[src/rtl/rx_video_depacket.sv]
// Receive-side video depacketizer: validates the half-line packet header and
// unpacks (Y, C) byte pairs into 29-bit line-FIFO words with x/y tags.
module rx_video_depacket #(
    parameter logic [7:0]  MAGIC = 8'h5A,
    parameter int          NPIX  = 600,
    parameter logic [10:0] YMAX  = 11'd720
) (
    input  logic        i_clk_125M,
    input  logic        i_rst,
    input  logic        i_rx_en,
    input  logic [7:0]  i_rx_data,
    input  logic        i_fifo_full,
    output logic        o_fifo_wr,
    output logic [28:0] o_fifo_din,
    output logic [15:0] o_pkt_ok,
    output logic [15:0] o_pkt_err,
    output logic        o_ovf
);

    localparam logic [2:0] S_IDLE  = 3'd0;
    localparam logic [2:0] S_HDR1  = 3'd1;
    localparam logic [2:0] S_HDR2  = 3'd2;
    localparam logic [2:0] S_PIX_Y = 3'd3;
    localparam logic [2:0] S_PIX_C = 3'd4;
    localparam logic [2:0] S_DONE  = 3'd5;
    localparam logic [2:0] S_DROP  = 3'd6;

    logic [2:0]  state;
    logic        prev_en;
    logic [1:0]  x;
    logic [2:0]  y_hi;
    logic [10:0] y;
    logic [7:0]  y_byte;
    logic [9:0]  pix_cnt;

    // prev_en clears in reset so a high i_rx_en right after release is a start
    always_ff @(posedge i_clk_125M) begin
        if (i_rst) begin
            state      <= S_IDLE;
            prev_en    <= 1'b0;
            x          <= 2'd0;
            y_hi       <= 3'd0;
            y          <= 11'd0;
            y_byte     <= 8'd0;
            pix_cnt    <= 10'd0;
            o_fifo_wr  <= 1'b0;
            o_fifo_din <= 29'd0;
            o_pkt_ok   <= 16'd0;
            o_pkt_err  <= 16'd0;
            o_ovf      <= 1'b0;
        end else begin
            prev_en   <= i_rx_en;
            o_fifo_wr <= 1'b0;
            case (state)
                S_IDLE: begin
                    if (i_rx_en && !prev_en) begin
                        if (i_rx_data == MAGIC) begin
                            state <= S_HDR1;
                        end else begin
                            state     <= S_DROP;
                            o_pkt_err <= o_pkt_err + 16'd1;
                        end
                    end
                end
                S_HDR1, S_HDR2, S_PIX_Y, S_PIX_C: begin
                    // run ended early: already-written words stay in the FIFO
                    if (!i_rx_en) begin
                        state     <= S_IDLE;
                        o_pkt_err <= o_pkt_err + 16'd1;
                    end else begin
                        case (state)
                            S_HDR1: begin
                                x     <= i_rx_data[7:6];
                                y_hi  <= i_rx_data[2:0];
                                state <= S_HDR2;
                            end
                            S_HDR2: begin
                                if ({y_hi, i_rx_data} >= YMAX) begin
                                    state     <= S_DROP;
                                    o_pkt_err <= o_pkt_err + 16'd1;
                                end else begin
                                    y       <= {y_hi, i_rx_data};
                                    pix_cnt <= 10'd0;
                                    state   <= S_PIX_Y;
                                end
                            end
                            S_PIX_Y: begin
                                y_byte <= i_rx_data;
                                state  <= S_PIX_C;
                            end
                            default: begin
                                if (i_fifo_full) begin
                                    o_ovf <= 1'b1;
                                    state <= S_DROP;
                                end else begin
                                    o_fifo_wr  <= 1'b1;
                                    o_fifo_din <= {x, y, y_byte, i_rx_data};
                                    pix_cnt    <= pix_cnt + 10'd1;
                                    if (pix_cnt == 10'(NPIX - 1)) begin
                                        state    <= S_DONE;
                                        o_pkt_ok <= o_pkt_ok + 16'd1;
                                    end else begin
                                        state <= S_PIX_Y;
                                    end
                                end
                            end
                        endcase
                    end
                end
                S_DONE, S_DROP: begin
                    if (!i_rx_en) state <= S_IDLE;
                end
                default: state <= S_IDLE;
            endcase
        end
    end

endmodule

[config.mk]
export PLATFORM = sky130hd
export DESIGN_NAME = rx_video_depacket
export DESIGN_NICKNAME = d
export VERILOG_FILES = /design/src/rtl/rx_video_depacket.sv
export SDC_FILE = /design/constraint.sdc
export NUM_CORES = 1
export LEC_CHECK = 0
export ABC_AREA = 1
export CAP_MARGIN = 20
export CORE_MARGIN = 1
export CORE_UTILIZATION = 54
export DETAILED_ROUTE_END_ITERATION = 12
export GPL_TIMING_DRIVEN = 0
export PLACE_DENSITY = 0.86
export SKIP_CTS_REPAIR_TIMING = 1
export SLEW_MARGIN = 40
export SYNTH_ARGS = -nofsm -noshare
export SYNTH_HDL_FRONTEND = slang
export SYNTH_SLANG_ARGS = --single-unit
[constraint.sdc]
create_clock -name i_clk_125M -period 1.7 [get_ports i_clk_125M]
set_clock_uncertainty 0.05 [all_clocks]
set_input_delay 0.255 -clock i_clk_125M [delete_from_list [all_inputs] [get_ports i_clk_125M]]
set_output_delay 0.255 -clock i_clk_125M [all_outputs]
set_load 0.02 [all_outputs]
After elaboration in Yosys (flattened, before gate mapping). Cells that the tools add are included.

Add/subtract/negate cells: 3. Bitwise operators: 6. $mul: 0. Equality and inequality tests: 15. $lt $le $gt $ge: 1. Divide/modulo/power cells: 0. Mux-type cells: 19. Reductions and logical operators: 18. Shift-type cells: 0.

Operators by type and width (count): two-way mux 16 bit (5); adder 16 x 1 -> 16 bit (second input constant) (2); one-hot mux 16 bit (2 select lines) (1); two-way mux 3 bit (7); two-way mux 10 bit (2); one-hot mux 10 bit (2 select lines) (1); one-hot mux 3 bit (3 select lines) (2); AND reduction 5 bit (3); AND reduction 4 bit (3); greater-or-equal comparator 11 x 10 -> 1 bit (second input constant) (1); adder 10 x 1 -> 10 bit (second input constant) (1); == test 10 bit (second input constant) (1); == test 3 bit (second input constant) (3); == test 8 x 7 -> 1 bit (second input constant) (1); != test 2 bit (second input constant) (4); == test 3 x 2 -> 1 bit (second input constant) (2); != test 3 bit (second input constant) (2); NOT 1 bit (6); AND reduction 3 bit (2); OR reduction 6 bit (1); OR reduction 2 bit (2); OR reduction 4 bit (1); == test 3 x 1 -> 1 bit (second input constant) (1); logical NOT 3 bit (1); other kinds (7) (7).

Bits in registers: 101. Memory bits (read-only): 0. Bits in writable memories: 0. Output and inout bits: 63. Memories kept: 0. Latch bits: 0.

Logic depth before layout (Yosys ltp). Gate-level depths: netlist (run 1).

Word-level depth: 6. Mapped depth: 12.

Least setup slack after synthesis (run 1). No wires, ideal clock.

Path kind: reg-to-reg. Start point: register o_pkt_err[0]. End point: register o_pkt_err[10]. Buffers on the path: 0. Stages on the path, launching flop included: 8. Arrival time: 1.566 ns. Setup time: 0.070 ns. Setup slack: 0.013 ns. Cells stage by stage: dfxtp_1 ha_1 nand2_1 nor3_1 nand3_1 xor2_1 nand2_2 a21oi_2.

Cells in the longest elaborated chain, start to end: 5.

Ends and longest elaborated chain: from (decl) (line 16) `output logic [15:0] o_pkt_err,`; from (signal assigned) (line 61) `o_pkt_err <= o_pkt_err + 16'd1;`; from (signal assigned) (line 69) `o_pkt_err <= o_pkt_err + 16'd1;`; from (signal assigned) (line 80) `o_pkt_err <= o_pkt_err + 16'd1;`; adder 16 x 1 -> 16 bit * (line 61, 69, 80); two-way mux 16 bit (line 78) `if ({y_hi, i_rx_data} >= YMAX) begin`; two-way mux 16 bit (line 71) `case (state)`; two-way mux 16 bit (line 67) `if (!i_rx_en) begin`; one-hot mux 16 bit (2 select lines) * (line 54) `case (state)`.

Mark *: on every way between the ends. The rest lies on a longest branch, timed or not. The select of a mux whose other input is x is not followed. A chain may end at the register's enable or synchronous reset.

Worst setup path after layout (run 1).
Start point: register state[1]. End point: register o_pkt_err[4].

Cells in the longest elaborated chain, start to end: 4.

Ends and longest elaborated chain: from (decl) (line 28) `logic [2:0] state;`; from (signal assigned) (line 39) `state <= S_IDLE;`; from (signal assigned) (line 58) `state <= S_HDR1;`; from (signal assigned) (line 60) `state <= S_DROP;`; == test 3 x 2 -> 1 bit, or another cell as far along (line 54); OR reduction 4 bit (line 54); != test 3 bit (no source line) / nonzero test 2 bit (equally long branches); AND reduction 5 bit (no source line).

Parallel ways exist; a longest one is shown, timed or not.

==> results of run 1 <==
-- synth_stat cells (2+ instances only) --
master    instances
a21oi_1          81
a21oi_2          11
buf_2             9
clkbuf_1         12
dfxtp_1         101
ha_1              3
inv_1            43
inv_2             8
nand2_1         189
nand2_2          14
nand3_1          54
nand3_2           2
nand3b_1          4
nand4_1          12
nor2_1           64
nor2_2            2
nor2_4            2
nor3_1           20
o21ai_0          15
xnor2_1           3
xor2_1           19
-- cells by family after synthesis --
group	count (synthesis)
buffers and inverters	76
AOI/OAI and AO/OA	110
DFF	101
and+or+nand+nor	368
adders and majority gates	3
xor gates and xnor gates	22
-- stage by stage --
step / hold slack [ns] / utilization [%] / cells
after global placement: 0.379 / 67.4 / 859
after detailed placement: 0.391 / 67.4 / 859
after global routing: 0.193 / 76.5 / 897
after CTS: 0.406 / 69.6 / 875
after floorplan: 0.340 / - / 680
final: 0.183 / 76.5 / 897
-- power groups by stage --
stage          Clock [uW]  Sequential, uW  Combinational, uW
6_report             1500            2640               2780
3_5_place_dp            0            2650               1760
3_3_place_gp            0            2650               1710
2_1_floorplan           0            2710               1180
5_1_grt              1600            2650               2940
4_1_cts              1510            2600               1770
-- flip-flops by register name, indices dropped and copies added, names as in the netlist --
register and flops:
y_hi 3, o_ovf 1, x 2, y_byte 8
o_pkt_err 16, o_fifo_wr 1, o_pkt_ok 16, y 11
o_fifo_din 29, prev_en 1, pix_cnt 10, state 3
-- per-layer routing --
layer  wire, um  vias to the layer above  global-route usage [%]
li1           -                     2430                       -
met1       5450                     2370                    33.6
met2       6640                      253                    46.7
met3       1060                       52                    3.79
met4        387                        0                    11.1
met5          0                        -                       0
-- cell type report --
type	instances	area, um2	area share (%)
Buffer	23	149	2.32
Clock buffer	9	124	1.93
Clock inverter	7	66.3	1.03
Inverter	53	220	3.43
Multi-Input combinational cell	504	2650	41.3
Sequential cell	101	2040	31.8
Tap cell	105	131	2.05
Timing Repair Buffer	95	1030	16.1
-- final timing paths --
check                                           start                        end  cells after the start
worst max-delay path            state[1]$_SDFFE_PP0P_  o_pkt_err[4]$_SDFFE_PP0P_                     10
worst min-delay path                     i_rx_data[7]     y_byte[7]$_SDFFE_PP0P_                      3
worst max register to register  state[1]$_SDFFE_PP0P_  o_pkt_err[4]$_SDFFE_PP0P_                     10
worst min register to register     o_ovf$_SDFFE_PP0P_         o_ovf$_SDFFE_PP0P_                      2
-- critical path, stage by stage (launching register included) --
cell,delay [ns]
dfxtp_4,0.39
inv_4,0.10
nand2_8,0.07
nand2_4,0.07
nand2_4,0.09
nand4_1,0.20
inv_2,0.08
nor2_4,0.23
buf_6,0.15
nand2_1,0.06
a21oi_1,0.18
==> metrics.md, run 1 <==
| Metric | Value |
|---|---|
| Status | complete, but fails checks |
| Failing checks | setup timing |
| Die area | 9220 um2 |
| Worst skew pair latency | 0.38 ns |
| Top FF cell, synth | dfxtp_1 |
| Worst min-delay path class | in2reg |
| GRT overflow | 0 |
| Post-synthesis cell count | 680 |
| Asr flop ratio synth | 0% |
| #FFs+latches synth | 101 |
| DRT Pass-1 Iters | 6 |
| Number of synthesized flops with an enable pin | 0 |
| Largest family of logic cells by synthesized area | simple AND/OR/NAND/NOR gates |
| Flop2flop setup slack | -0.04 ns |
| Post-synthesis adder-cell area fraction | less than 1% |
| Clock Power Share | 21.7% |
| Row cnt | 33 |
| Post-Synth XOR/XNOR Area | under 10% |
| Max Root-Sink Buffers | 2 |
| Area growth, synth to finish | 34.4% |
| Pwr dens | approximately 1100 nW/um2 |
| Least-Margin Pin Slew | 0.609 ns |
| Clk sink count | between 100 and 150 |
| CP Launch Type | register |
| Relative slew margins | roughly three fifths |
| First-pass GRT wire length | 19500 um |
| Pint | about 4200 uW |
| CTS tree | built |
| PortBufs | 74 |
| Seq pwr share | roughly two fifths |
| Final total power | 6920 uW |
| CORE AREA | roughly 8400 um2 |
| Setup WS pre-CTS | -0.586 ns |
| RD Place Congestion | ~0.89 |
| Deepest level of the CTS H-tree | 3 |
| DR vias | between 5000 and 6000 |
| I/O pin total | 75 |
| Synthesized Nets | approximately 700 |
| Slew Limit Fails | 0 |
| Post-synth top area cell | dfxtp_1 |
| Crit. End Element | register |
| Fillers | 614 |
| Placed instance area | about 5600 um2 |
| WP data arrival | approximately 2.0 ns |
| Minimum clock period | 1.74 ns |
| Post-route setup slack | -0.0388 ns |
| IR Drop Worst-Case VDD | ~540 uV |
| Fmax | around 580 MHz |
| Clock transition at path regs | roughly 0.10 ns |
| NetSw | 2690 uW |
| Final HPWL DP | between 8000 and 9000 um |
| Final Hold Viols | 0 |
| CTS Root Cell | clkbuf_8 |
| Simple-Gate Fraction of Synth Area | 33.9% |
| Routed Wire Length | 13500 um |
| DRT antenna net count | 0 |
| Finished Cell Area | around 6400 um2 |
| Commonest non-fill, non-tap cell in the layout | nand2_1 |
| Initial Utilization | between 50% and 60% |
| Die width | around 96 um |
| Leak pwr | roughly 0.0029 uW |
| Die Ht | ~96 um |
| Drt via density | about 5.7 |
| Yosys warns | 0 |
| Initial antenna violation count | 0 |
| CP Class | reg2reg |
| Vias in the first global route | 4385 |
| Most frequent cells in the layout | 188 x nand2_1, 92 x dfxtp_1, 78 x a21oi_1 |
| Wire per inst | approximately 15 um |
| Antenna cells | 0 |
| MaxCap Viol Count | 0 |
| 1st-iter DRT viols | 354 |
| CP Max Fanout | 7 |
| Layout cell share with drive strength beyond 1 | between 10% and 20% |
| Library cells used by synthesis | 33 |
| Post-synth top area share | 42.4% |
| Setup TNS | -0.104 ns |
| Largest net degree at the start of global routing | 20 |
| Switch share | approximately 40% |
| Final worst path period share | 102% |
| Cell area after synthesis | approximately 4800 um2 |
| # nets final | about 800 |
| GRT Overall Usage | 27.0% |
| Final setup vio count | 8 |
| Combinational share of power | approximately 40% |
| Seq/Total Area, Yosys | 42.4% |
| Synth area leaders | dfxtp_1 42%, nand2_1 15%, a21oi_1 8.5% |
| Drt drc | 0 |
| Clock buffer count from CTS | 9 |
| Mean Syn Cell Area | between 7 and 8 um2 |
| Compound-Gate Fraction of Synth Area | approximately 13% |
| Mux contribution to synthesized area | 0% |
| Critical Path RT | approximately 2.0 ns |
(Power assumes the default switching activity.)
==> inputs of run 2 (changes only) <==
--- a/config.mk
+++ b/config.mk
@@ -6,12 +6,12 @@
 export NUM_CORES = 1
 export LEC_CHECK = 0
 export ABC_AREA = 1
-export CAP_MARGIN = 20
 export CORE_MARGIN = 1
 export CORE_UTILIZATION = 54
 export DETAILED_ROUTE_END_ITERATION = 12
 export GPL_TIMING_DRIVEN = 0
 export PLACE_DENSITY = 0.86
+export RECOVER_POWER = 50
 export SKIP_CTS_REPAIR_TIMING = 1
 export SLEW_MARGIN = 40
 export SYNTH_ARGS = -nofsm -noshare
==> results of run 2 <==
The final DEF is identical to that of run 1; final timing and power are the same.
==> inputs of run 3 (changes only) <==
--- a/config.mk
+++ b/config.mk
@@ -11,7 +11,7 @@
 export DETAILED_ROUTE_END_ITERATION = 12
 export GPL_TIMING_DRIVEN = 0
 export PLACE_DENSITY = 0.86
-export RECOVER_POWER = 50
+export RECOVER_POWER = 25
 export SKIP_CTS_REPAIR_TIMING = 1
 export SLEW_MARGIN = 40
 export SYNTH_ARGS = -nofsm -noshare
==> constraint.sdc (replaced) <==
create_clock -name i_clk_125M -period 1.7 [get_ports i_clk_125M]
set_clock_uncertainty 0.05 [all_clocks]
set_input_delay 0.34 -clock i_clk_125M [delete_from_list [all_inputs] [get_ports i_clk_125M]]
set_output_delay 0.34 -clock i_clk_125M [all_outputs]
set_load 0.02 [all_outputs]
==> run 3 against run 2 <==
  * The flow still finishes with violations (setup timing)
  * Non-clock buffer count is 1 higher
  * Worst setup slack worse by 0.056 ns
  * Hold slack better by 0.090 ns
  * Routed wire length is 6.5% higher
  * Sequential power hardly changed
  * Total power is 3.5% higher
  * Design area is 2.7% higher
  * Critical endpoint is now o_pkt_err[13]$_SDFFE_PP0P_
  * Largest cell class unchanged
  * Largest power group unchanged
==> metrics.md, run 3 (synthesis gave the netlist of run 1 again) <==
| Metric | Value |
|---|---|
| Biggest register | o_fifo_din |
| Relative slew margins | 52.2% (-7.2 points) |
| Clock Power Share | 21.1% (-0.6 points) |
| Register area | 2040 um2 (about the same) |
| Pwr dens | 1090 nW/um2 (+0.74%) |
| Clk sink count | 101 (unchanged) |
| PortBufs | 74 (unchanged) |
| First-pass GRT wire length | 19500 um (unchanged) |
| Drt drc | 0 (unchanged) |
| Initial Utilization | 56.9% (unchanged) |
| GRT Overall Usage | 27.0% (unchanged) |
| Drt via density | 5.78 (+1.6%) |
| Largest net degree at the start of global routing | 20 (unchanged) |
| Fmax | 557 MHz (-3.1%) |
| Leak pwr | 0.00358 uW (+23%) |
| Wire per inst | 16.1 um (+6.5%) |
| Clock buffer count from CTS | 9 (unchanged) |
| Deepest level of the CTS H-tree | 3 (unchanged) |
| Final Hold Viols | 0 (unchanged) |
| MaxCap Viol Count | 0 (unchanged) |
| Clock transition at path regs | 0.11 ns (about the same) |
| Post-route setup slack | -0.0944 ns (-0.0556 ns) |
| Initial antenna violation count | 0 (unchanged) |
| Die area | 9220 um2 (unchanged) |
| CP dominant cell by count | nand2_8 |
| GRT overflow | 0 (unchanged) |
| Fillers | 580 (-5.5%) |
| Cell Chain, Critical Path | inv_6, nand2_8, nand2_8, nand2_8, buf_6, nand4_1, inv_2, nor2_4, clkbuf_16, nand2_4, a21oi_2 |
| DRT antenna net count | 0 (unchanged) |
| Combinational share of power | 42.0% (+1.8 points) |
| Most frequent cells in the layout | 182 x nand2_1, 91 x dfxtp_1, 75 x a21oi_1 |
| CORE AREA | 8380 um2 (unchanged) |
| NetSw | 2870 uW (+6.5%) |
| Layout cell share with drive strength beyond 1 | 17.7% (+1.9 points) |
| Least-Margin Pin Slew | 0.718 ns (+0.109 ns) |
| CP Class | reg2reg |
| Final total power | 7160 uW (+3.5%) |
| Critical Path Slowest Stage Cell | dfxtp_4 |
| WP data arrival | 2.06 ns (+0.07 ns) |
| Setup WS pre-CTS | -0.671 ns (-0.0850 ns) |
| # nets final | 802 (unchanged) |
| Worst skew pair latency | 0.37 ns (about the same) |
| Seq pwr share | 37.0% (-1.1 points) |
| Die width | 96.0 um (unchanged) |
| Failing checks | setup timing |
| CP Max Fanout | 7 (unchanged) |
| Final HPWL DP | 8920 um (unchanged) |
| Critical Path RT | 1.97 ns (+0.02 ns) |
| Vias in the first global route | 4385 (unchanged) |
| Final setup vio count | 23 (+15) |
| Slew Limit Fails | 0 (unchanged) |
| DRT Pass-1 Iters | 6 (unchanged) |
| Worst min-delay path class | in2reg |
| Crit. End Element | register |
| Status | complete, but fails checks |
| Max Root-Sink Buffers | 2 (unchanged) |
| Max FFs per register | 29 (unchanged) |
| 1st-iter DRT viols | 403 (+14%) |
| Area growth, synth to finish | 38.0% |
| Commonest non-fill, non-tap cell in the layout | nand2_1 |
| Antenna cells | 0 (unchanged) |
| Setup TNS | -1.53 ns (-1.43 ns) |
| CP Launch Type | register |
| Row cnt | 33 (unchanged) |
| Final worst path period share | 106% (+3.3 points) |
| Minimum clock period | 1.79 ns (+0.0556 ns) |
| Die Ht | 96.0 um (unchanged) |
| IR Drop Worst-Case VDD | 593 uV (+10%) |
| CP peak stage delay | 0.39 ns (about the same) |
| Routed Wire Length | 14400 um (+6.5%) |
| I/O pin total | 75 (unchanged) |
| CTS tree | built |
| Placed instance area | 5650 um2 (unchanged) |
| Multi-input gate area | 2740 um2 (+3.3%) |
| Pint | 4300 uW (+1.5%) |
| RSZ-0062 raised after global routing | true |
| CTS Root Cell | clkbuf_8 |
| RD Place Congestion | 0.888 (unchanged) |
| Top Registers | o_fifo_din (29), o_pkt_err (16), o_pkt_ok (16) |
| Switch share | 40.0% (+1.1 points) |
| Finished Cell Area | 6590 um2 (+2.7%) |
| Hold WS | 0.273 ns (+0.0901 ns) |
| DR vias | 5187 (+1.6%) |
run 3: cell count changes in the layout (fill, tap and decap cells not counted), moves of 4 or more:
cell / change
nand2_2: -5
clkdlybuf4s50_1: -32
nand2_4: +8
dlymetal6s2s_1: +32
nand2_1: -6
a21oi_2: +4
run 3: final timing paths:
kind	depth (start not counted)	to	from	slack, ns
setup / recovery	11	o_pkt_err[13]$_SDFFE_PP0P_	state[1]$_SDFFE_PP0P_	-0.09
hold / removal	3	y_byte[7]$_SDFFE_PP0P_	i_rx_data[7]	0.27
setup reg to reg	11	o_pkt_err[13]$_SDFFE_PP0P_	state[1]$_SDFFE_PP0P_	-0.09
hold reg to reg	2	o_ovf$_SDFFE_PP0P_	o_ovf$_SDFFE_PP0P_	0.41
run 3: worst max-delay path, delay by kind of cell, from the launching register on:
kind	cells	cell delay (ns)
buffers and inverters	4	0.50
and+or+nand+nor	6	0.67
DFF	1	0.39
AOI/OAI and AO/OA	1	0.11
run 3: area by class of cell:
class	instances	share of cell area, %
Timing Repair Buffer	96	17.1
Tap cell	105	1.99
Inverter	53	3.38
Buffer	23	2.13
Sequential cell	101	31.0
Clock buffer	9	1.88
Multi-Input combinational cell	503	41.6
Clock inverter	7	1.01
run 3: metal layers:
| layer | wire (um) | part of all wire [%] | GRT usage [%] | vias to the layer above |
|---|---|---|---|---|
| li1 | - | - | - | 2426 |
| met1 | 5680 | 39 | 33.6 | 2434 |
| met2 | 7190 | 50 | 46.7 | 271 |
| met3 | 1050 | 7.3 | 3.79 | 56 |
| met4 | 491 | 3.4 | 11.1 | 0 |
| met5 | 0 | 0 | 0 | - |
run 3: through the flow:
stage                     utilization, %  instances
after floorplan                        -        680
after global placement              67.4        859
final                               78.6        897
after CTS                           69.6        875
after detailed placement            67.4        859
after global routing                78.6        897
run 3: power by group through the flow:
| stage | sequential [uW] | clock (uW) | combinational, uW |
|---|---|---|---|
| 4_1_cts | 2600 | 1510 | 1770 |
| 3_5_place_dp | 2650 | 0 | 1760 |
| 3_3_place_gp | 2650 | 0 | 1710 |
| 2_1_floorplan | 2710 | 0 | 1180 |
| 5_1_grt | 2660 | 1620 | 3150 |
| 6_report | 2650 | 1510 | 3010 |
